==> src/rtl/seq_pkg.sv <==
// Shared definitions for the 2-bit symbol sequence generator and its detector partner.
package seq_pkg;
  localparam int SEQ_SYM_W = 2;

  typedef logic [1:0] state_t;
  localparam state_t ST_IDLE = 2'd0;
  localparam state_t ST_SEND = 2'd1;
  localparam state_t ST_GAP  = 2'd2;
  localparam state_t ST_FIN  = 2'd3;
endpackage

==> src/rtl/seq_dn_counter.sv <==
// Loadable down-counter that saturates at zero and flags the zero state.
module seq_dn_counter #(
  parameter int W = 8
) (
  input  logic         clk,
  input  logic         reset,
  input  logic         load_i,
  input  logic [W-1:0] load_val_i,
  input  logic         dec_i,
  output logic [W-1:0] cnt_o,
  output logic         zero_o
);
  logic [W-1:0] cnt_q;

  always_ff @(posedge clk or posedge reset) begin
    if (reset) begin
      cnt_q <= '0;
    end else if (load_i) begin
      cnt_q <= load_val_i;
    end else if (dec_i && (cnt_q != '0)) begin
      cnt_q <= cnt_q - W'(1);
    end
  end

  assign cnt_o  = cnt_q;
  assign zero_o = (cnt_q == '0);
endmodule

==> src/rtl/symbol_seq_gen.sv <==
// Emits a captured PAT_LEN-symbol pattern a programmable number of times, with optional
// filler symbols between copies, over a valid/ready stream.
module symbol_seq_gen
  import seq_pkg::*;
#(
  parameter int SYM_W   = SEQ_SYM_W,
  parameter int PAT_LEN = 4,
  parameter int CNT_W   = 8,
  parameter int GAP_W   = 4
) (
  input  logic                     clk,
  input  logic                     reset,
  input  logic                     start,
  input  logic [SYM_W*PAT_LEN-1:0] pattern,
  input  logic [CNT_W-1:0]         repeat_cnt,
  input  logic [GAP_W-1:0]         gap_len,
  input  logic [SYM_W-1:0]         gap_sym,
  output logic [SYM_W-1:0]         num_out,
  output logic                     num_valid,
  input  logic                     num_ready,
  output logic                     expect_hit,
  output logic                     busy,
  output logic                     done
);
  localparam int IDX_W = (PAT_LEN > 1) ? $clog2(PAT_LEN) : 1;
  localparam logic [IDX_W-1:0] IDX_LAST = IDX_W'(PAT_LEN - 1);

  state_t                   state_q, state_d;
  logic [IDX_W-1:0]         idx_q, idx_d;
  logic [SYM_W*PAT_LEN-1:0] pat_q, pat_d;
  logic [GAP_W-1:0]         gap_len_q, gap_len_d;
  logic [SYM_W-1:0]         gap_sym_q, gap_sym_d;
  logic [SYM_W-1:0]         num_out_q, num_out_d;
  logic                     num_valid_q, busy_q, done_q;

  logic [CNT_W-1:0] reps_cnt;
  logic [GAP_W-1:0] gcnt_cnt;
  logic             reps_zero, gcnt_zero;
  logic             reps_load, reps_dec, gcnt_load, gcnt_dec;
  logic             reps_final, gcnt_final;

  // A zero count is treated as final too, so a corrupted counter can never trap the FSM.
  assign reps_final = reps_zero || (reps_cnt == CNT_W'(1));
  assign gcnt_final = gcnt_zero || (gcnt_cnt == GAP_W'(1));

  assign expect_hit = (state_q == ST_SEND) && (idx_q == IDX_LAST) && num_ready;
  assign reps_load  = (state_q == ST_IDLE) && start;
  assign reps_dec   = expect_hit;
  assign gcnt_load  = expect_hit && !reps_final && (gap_len_q != '0);
  assign gcnt_dec   = (state_q == ST_GAP) && num_ready;

  seq_dn_counter #(.W(CNT_W)) u_reps (
    .clk        (clk),
    .reset      (reset),
    .load_i     (reps_load),
    .load_val_i (repeat_cnt),
    .dec_i      (reps_dec),
    .cnt_o      (reps_cnt),
    .zero_o     (reps_zero)
  );

  seq_dn_counter #(.W(GAP_W)) u_gcnt (
    .clk        (clk),
    .reset      (reset),
    .load_i     (gcnt_load),
    .load_val_i (gap_len_q),
    .dec_i      (gcnt_dec),
    .cnt_o      (gcnt_cnt),
    .zero_o     (gcnt_zero)
  );

  always_comb begin
    state_d   = state_q;
    idx_d     = idx_q;
    pat_d     = pat_q;
    gap_len_d = gap_len_q;
    gap_sym_d = gap_sym_q;
    unique case (state_q)
      ST_IDLE: begin
        if (start) begin
          pat_d     = pattern;
          gap_len_d = gap_len;
          gap_sym_d = gap_sym;
          idx_d     = '0;
          state_d   = (repeat_cnt != '0) ? ST_SEND : ST_FIN;
        end
      end
      ST_SEND: begin
        if (num_ready) begin
          if (idx_q == IDX_LAST) begin
            idx_d = '0;
            if (reps_final)               state_d = ST_FIN;
            else if (gap_len_q == '0)     state_d = ST_SEND;
            else                          state_d = ST_GAP;
          end else begin
            idx_d = idx_q + IDX_W'(1);
          end
        end
      end
      ST_GAP: begin
        if (num_ready && gcnt_final) begin
          idx_d   = '0;
          state_d = ST_SEND;
        end
      end
      default: state_d = ST_IDLE;
    endcase

    // Outputs are computed from next state so they are registered without a bubble.
    num_out_d = '0;
    if (state_d == ST_SEND)     num_out_d = pat_d[idx_d*SYM_W +: SYM_W];
    else if (state_d == ST_GAP) num_out_d = gap_sym_d;
  end

  always_ff @(posedge clk or posedge reset) begin
    if (reset) begin
      state_q     <= ST_IDLE;
      idx_q       <= '0;
      pat_q       <= '0;
      gap_len_q   <= '0;
      gap_sym_q   <= '0;
      num_out_q   <= '0;
      num_valid_q <= 1'b0;
      busy_q      <= 1'b0;
      done_q      <= 1'b0;
    end else begin
      state_q     <= state_d;
      idx_q       <= idx_d;
      pat_q       <= pat_d;
      gap_len_q   <= gap_len_d;
      gap_sym_q   <= gap_sym_d;
      num_out_q   <= num_out_d;
      num_valid_q <= (state_d == ST_SEND) || (state_d == ST_GAP);
      busy_q      <= (state_d != ST_IDLE);
      done_q      <= (state_d == ST_FIN);
    end
  end

  assign num_out   = num_out_q;
  assign num_valid = num_valid_q;
  assign busy      = busy_q;
  assign done      = done_q;
endmodule

==> config.mk <==
export PLATFORM = sky130hd
export DESIGN_NAME = symbol_seq_gen
export DESIGN_NICKNAME = d
export VERILOG_FILES = /design/src/rtl/seq_pkg.sv /design/src/rtl/seq_dn_counter.sv /design/src/rtl/symbol_seq_gen.sv
export SDC_FILE = /design/constraint.sdc
export NUM_CORES = 1
export LEC_CHECK = 0
export CORE_MARGIN = 2
export CORE_UTILIZATION = 40
export CTS_BUF_LIST = sky130_fd_sc_hd__clkbuf_2
export DETAILED_ROUTE_END_ITERATION = 6
export GPL_TIMING_DRIVEN = 0
export PLACE_DENSITY_LB_ADDON = 0.12
export SYNTH_ARGS = -nofsm -noshare
export SYNTH_HDL_FRONTEND = slang
export SYNTH_SLANG_ARGS = --single-unit
==> constraint.sdc <==
create_clock -name clk -period 2.5 [get_ports clk]
set_clock_uncertainty 0.1 [all_clocks]
set_input_delay 0.5 -clock clk [delete_from_list [all_inputs] [get_ports clk]]
set_output_delay 0.5 -clock clk [all_outputs]
set_load 0.01 [all_outputs]
Word level (Yosys, flattened, before mapping)
Index checks and enable logic that the tools add are counted.

word-level totals
  bits in registers = 35
  input port bits = 26
  output and inout bits = 6
  word-level logic and storage cells = 71

cells by class
  $add $sub $neg = 3
  equal/unequal tests = 8
  shifts and indexed selects = 1
  muxes and demuxes = 23
  reductions and logical operators = 25

operators by type and width
  operator               number
  $mux W8                4
  $mux W2                15
  $reduce_bool A8 Y1     2
  $pmux W2 S3            2
  $logic_and A1 B1 Y1    9
  $eq A2 B2 Y1 const B   4
  $eq A8 B1 Y1 const B   1
  $logic_not A4 Y1       2
  $logic_not A8 Y1       1
  $mux W4                2
  $reduce_bool A4 Y1     2
  $shiftx A8 B4 Y2       1
  $sub A8 B1 Y8 const B  1
  $reduce_bool A2 Y1     3
  $eq A2 B1 Y1 const B   2
  $eq A4 B1 Y1 const B   1
  $sub A4 B1 Y4 const B  1
  $logic_or A1 B1 Y1     3
  $add A2 B1 Y2 const B  1
  $logic_not A2 Y1       1
  $reduce_and A2 Y1      1
  $logic_not A1 Y1       1

Logic depth before layout (Yosys ltp)
  word-level depth = 9
  gate-level depth with buffers = 13
  gate-level depth less buffers = 12

Hierarchy
From an unflattened synthesis, not the netlist that was laid out.

unflattened totals
  cell total of the unflattened synthesis = 171
  area total of the unflattened synthesis = 1931.9 um^2

by module, submodules not included
  module                    times used  cells an instance  area an instance (um^2)  sequential area each (um^2)
  symbol_seq_gen            1           90                 1174.9                   575.6
  seq_dn_counter at u_reps  1           53                 495.5                    200.2
  seq_dn_counter at u_gcnt  1           28                 261.5                    100.1

Least setup slack after synthesis
Ideal clock, no wire load.

  path kind = flip-flop to flip-flop
  start point = reg u_reps.cnt_q[3], in the netlist u_reps.cnt_o[3]
  end point = reg num_out_q[0], in the netlist num_out[0]
  setup time = 87 ps
  arrival time = 2484 ps
  required time = 2313 ps
  slack = -171 ps
  cell stages (with the launch flop) = 10
  path buffers = 0
  clock period less this slack = 2671 ps
  cell sequence = dfrtp_1 -> or4_4 -> nor4_4 -> o311ai_0 -> and2_1 -> inv_1 -> ha_1 -> nor4b_1 -> o221ai_1 -> o211ai_1

between the ends
  word-level cells in the longest chain between the ends = 9
  elaborated cells between the ends (all ways) = 11
  classes of those cells = eq/ne (3); mux (6); reduce/logical (2)

RTL lines
  element                                                  line                                        RTL
  from (decl)                                              seq_dn_counter.sv:13                        logic [W-1:0] cnt_q;
  from (signal assigned)                                   seq_dn_counter.sv:19                        cnt_q <= load_val_i;
  from (signal assigned)                                   seq_dn_counter.sv:21                        cnt_q <= cnt_q - W'(1);
  $eq A8 B1 Y1 / $logic_not A8 Y1 (equally long branches)  symbol_seq_gen.sv:43, seq_dn_counter.sv:26
  $logic_or A1 B1 Y1 *                                     symbol_seq_gen.sv:43                        assign reps_final = reps_zero || (reps_cnt == CNT_W'(1));
  $mux W2 *                                                symbol_seq_gen.sv:92                        if (reps_final) state_d = ST_FIN;
  $mux W2 *                                                symbol_seq_gen.sv:90                        if (idx_q == IDX_LAST) begin
  $mux W2 *                                                symbol_seq_gen.sv:89                        if (num_ready) begin
  $pmux W2 S3 *                                            symbol_seq_gen.sv:78                        unique case (state_q)
  net state_d[0]                                           symbol_seq_gen.sv:28                        state_t state_q, state_d;
  $eq A2 B2 Y1                                             symbol_seq_gen.sv:112                       else if (state_d == ST_GAP) num_out_d = gap_sym_d;
  $mux W2                                                  symbol_seq_gen.sv:112
  $mux W2 *                                                symbol_seq_gen.sv:111                       if (state_d == ST_SEND) num_out_d = pat_d[idx_d*SYM_W +: SYM_W];
  net num_out_d[0]                                         symbol_seq_gen.sv:33                        logic [SYM_W-1:0] num_out_q, num_out_d;
  to (signal assigned)                                     symbol_seq_gen.sv:132                       num_out_q <= num_out_d;
  to (decl)                                                symbol_seq_gen.sv:33

The timed path passes the listed nets; every way through them passes the cells marked *.
A chain may end at the register's enable or synchronous reset.

Worst setup path after layout
  start point = reg u_reps.cnt_q[6], in the netlist u_reps.cnt_o[6]
  end point = reg num_out_q[1], in the netlist num_out[1]

between the ends
  word-level cells in the longest chain between the ends = 9
  elaborated cells between the ends (all ways) = 11
  classes of those cells = eq/ne (3); mux (6); reduce/logical (2)

RTL lines
  element                                                  line
  $eq A8 B1 Y1 / $logic_not A8 Y1 (equally long branches)  symbol_seq_gen.sv:43, seq_dn_counter.sv:26
  $logic_or A1 B1 Y1 *                                     symbol_seq_gen.sv:43
  $mux W2 *                                                symbol_seq_gen.sv:92
  $mux W2 *                                                symbol_seq_gen.sv:90
  $mux W2 *                                                symbol_seq_gen.sv:89
  $pmux W2 S3 *                                            symbol_seq_gen.sv:78
  $eq A2 B2 Y1                                             symbol_seq_gen.sv:112
  $mux W2                                                  symbol_seq_gen.sv:112
  $mux W2 *                                                symbol_seq_gen.sv:111
  net num_out_d[1]                                         symbol_seq_gen.sv:33

Marks and branches as above.

==> impl_metrics.env <==
export IMPL_final_area_um2=2430
export IMPL_setup_viol=2
export IMPL_min_period_over_period_pct=103
export IMPL_cp_end_kind="flop"
export IMPL_ys_warn_count=0
export IMPL_yosysTopAreaCellShare_pct=46.5
export IMPL_final_core_util_pct=54.8
export IMPL_use_met1_pct=21.3
export IMPL_grt_pass1_wl_um=7360
export IMPL_postRouteAntennaNets=0
export IMPL_worst_path_max_fanout=5
export IMPL_tightest_slew_ps=715
export IMPL_tns_ps=-136
export IMPL_die_height_um=72.6
export IMPL_synthTopCellsByCount="nand2_1 (45), dfrtp_1 (35), ha_1 (9), nor2_1 (9)"
export IMPL_avgSynthCellArea_um2=9.87
export IMPL_netlist_instances=191
export IMPL_outcome="finished, violations left"
export IMPL_hold_viol=0
export IMPL_cts_tree="done"
export IMPL_synth_nets=226
export IMPL_fin_ws_ps=-76.8
export IMPL_crit_required_ps=2650
export IMPL_clk_latency_ps=370
export IMPL_syn_to_final_growth_pct=29.2
export IMPL_grt_usage_pct=18.2
export IMPL_cts_root_buf="clkbuf_2"
export IMPL_worstSetupPathType="reg2reg"
export IMPL_globalRouteMet2Util_pct=31.8
export IMPL_synth_area_leaders="dfrtp_1 (46%), nand2_1 (9.0%), ha_1 (6.0%)"
export IMPL_pre_cts_ws_ps=-843
export IMPL_synth_area_um2=1880
export IMPL_row_count=24
export IMPL_layout_drive_gt1_share_pct=19.6
export IMPL_fmax_mhz=388
export IMPL_vias=1568
export IMPL_wl_um=4380
export IMPL_hold_slack_ps=417
export IMPL_synth_seq_cells=35
export IMPL_place_hpwl_um=3070
export IMPL_failed_checks="setup timing"
export IMPL_cts_num_sinks=35
export IMPL_grt_pass1_vias=1647
export IMPL_ys_seq_area_share_pct=46.5
export IMPL_ios=32
export IMPL_synth_most_common_cell="nand2_1"
export IMPL_antenna_cells=0
export IMPL_startpoint_type="flop"
export IMPL_peakVddDrop_uv=581
export IMPL_port_buffers=31
export IMPL_dr_pass1_iters=4
export IMPL_drt_initial_drc_count=83
export IMPL_route_detailed_drc=0
export IMPL_met3_usage_pct=4.56
export IMPL_dpl_cell_area_um2=2270
export IMPL_grt_max_degree=36
export IMPL_grt_overflow_total=0
export IMPL_maxSlewViolCount=0
export IMPL_die_w_um=72.6
export IMPL_arrival_ps=2730
export IMPL_power_density_nw_per_um2=1040
export IMPL_hold_path_class="reg2reg"
export IMPL_grt_antenna_before_repair=0
export IMPL_rsz0062_at_grt="yes"
export IMPL_numCtsBuffers=5
export IMPL_initial_core_util_pct=42.4
export IMPL_wl_per_cell_um=15.0
export IMPL_ys_types=47
export IMPL_synthFlopType="dfrtp_1"
export IMPL_nNetsFinal=275
export IMPL_gr_max_usage_layer="met2"
export IMPL_die_area_um2=5280
export IMPL_cap_violations=0
export IMPL_nFillCells=393
export IMPL_p_leak_nw=1.09
export IMPL_synth_edff_count=0
export IMPL_min_period_ps=2580
export IMPL_slew_headroom_pct=52.2
export IMPL_via_per_inst=5.37
export IMPL_cts_buffer_depth=2
export IMPL_yosys_area_top_type="dfrtp_1"
export IMPL_path_clk_slew_ps=160
export IMPL_hold_buffers=0
export IMPL_synth_async_reset_ratio_pct=100
export IMPL_place_gp_congestion=0.793
export IMPL_cts_max_level=2
export IMPL_core_area_um2=4440
[final timing paths]
check                           startpoint  cells after the start           end  slack (ps)
setup / recovery           u_reps.cnt_o[6]                      8    num_out[1]         -80
hold / removal                    pat_q[4]                      2      pat_q[4]         420
setup reg to reg           u_reps.cnt_o[6]                      8    num_out[1]         -80
hold reg to reg                   pat_q[4]                      2      pat_q[4]         420
max in group asynchronous            reset                      2    state_q[0]        1380
min in group asynchronous            reset                      2  gap_sym_q[1]         430
[logic make-up after synthesis]
family / after synthesis / synth area share [%]
AO/OA/AOI/OAI: 34 / 13.1
XOR/XNOR: 5 / 2.32
adder cells (fa/ha/maj): 9 / 5.98
buffers and inverters: 14 / 3.05
flip-flops: 35 / 46.5
multiplexers: 8 / 4.78
AND/OR/NAND/NOR: 86 / 24.3
[final cells by class]
class | count | area [µm²] | area share [%]
multi-input combinational | 142 | 1000 | 41.3
clock inverter | 2 | 8.76 | 0.360
clock buffer | 5 | 25.0 | 1.03
buffer | 4 | 18.8 | 0.771
sequential | 35 | 877 | 36.0
inverter | 9 | 33.8 | 1.39
timing repair buffer | 43 | 402 | 16.5
tap | 52 | 65.1 | 2.67
[registers in the layout, summed over array words and instances, names as in the netlist]
signal / count
num_out: 2
idx_q: 2
done: 1
u_reps.cnt_o: 8
state_q: 2
pat_q: 8
u_gcnt.cnt_o: 4
num_valid: 1
gap_sym_q: 2
gap_len_q: 4
busy: 1
[cells in the final DEF (no fill, tap or decap), drive strengths merged, types with 2 or more instances in the layout]
cell type      count
nand3              2
nor3b              2
clkdlybuf4s50     29
o21a               3
nand2             45
nand3b             3
clkinv             2
a211oi             2
xnor2              4
inv                9
a21oi              3
nor3               9
o221ai             2
dfrtp             35
buf               15
ha                 9
mux2i              3
o211ai             4
and2b              4
a32o               2
o21ai              8
mux2               5
nor4               4
a31oi              4
clkbuf             6
nor2              10
[per-stage QoR]
stage | power, W | cells
floorplan | 0.00176 | 191
global placement | 0.00205 | 274
detailed placement | 0.00210 | 274
CTS | 0.00243 | 287
global route | 0.00276 | 292
finish | 0.00253 | 292
[timing repair]
item / 4_1_cts / 5_1_grt
gates resized for setup: 9 / 6
hold endpoints to repair: 0 / 0
endpoints found under the setup margin: 3 / 3
pin swaps: 8 / 3
buffers inserted: 6 / 6
[power breakdown]
| part | switching, W | total [W] | internal [W] |
|---|---|---|---|
| sequential | 0.000209 | 0.00103 | 0.000825 |
| combinational | 0.000624 | 0.00125 | 0.000630 |
| clock | 0.000181 | 0.000240 | 0.0000591 |
| total | 0.00101 | 0.00253 | 0.00151 |
[worst max-delay path, cell delays in order, from the launching register on]
cell and delay, ps:
dfrtp_1 420, or4_4 570, nor4_4 220, and2b_1 240, o21a_1 220, ha_4 200, a32o_1 230, a31oi_1 140
o211ai_1 120
[layer usage]
metal	wire, µm	vias up
li1	-	776
met1	1860	753
met2	2290	31
met3	153	8
met4	78	0
met5	0	-
Power figures use the tool's default switching activity.
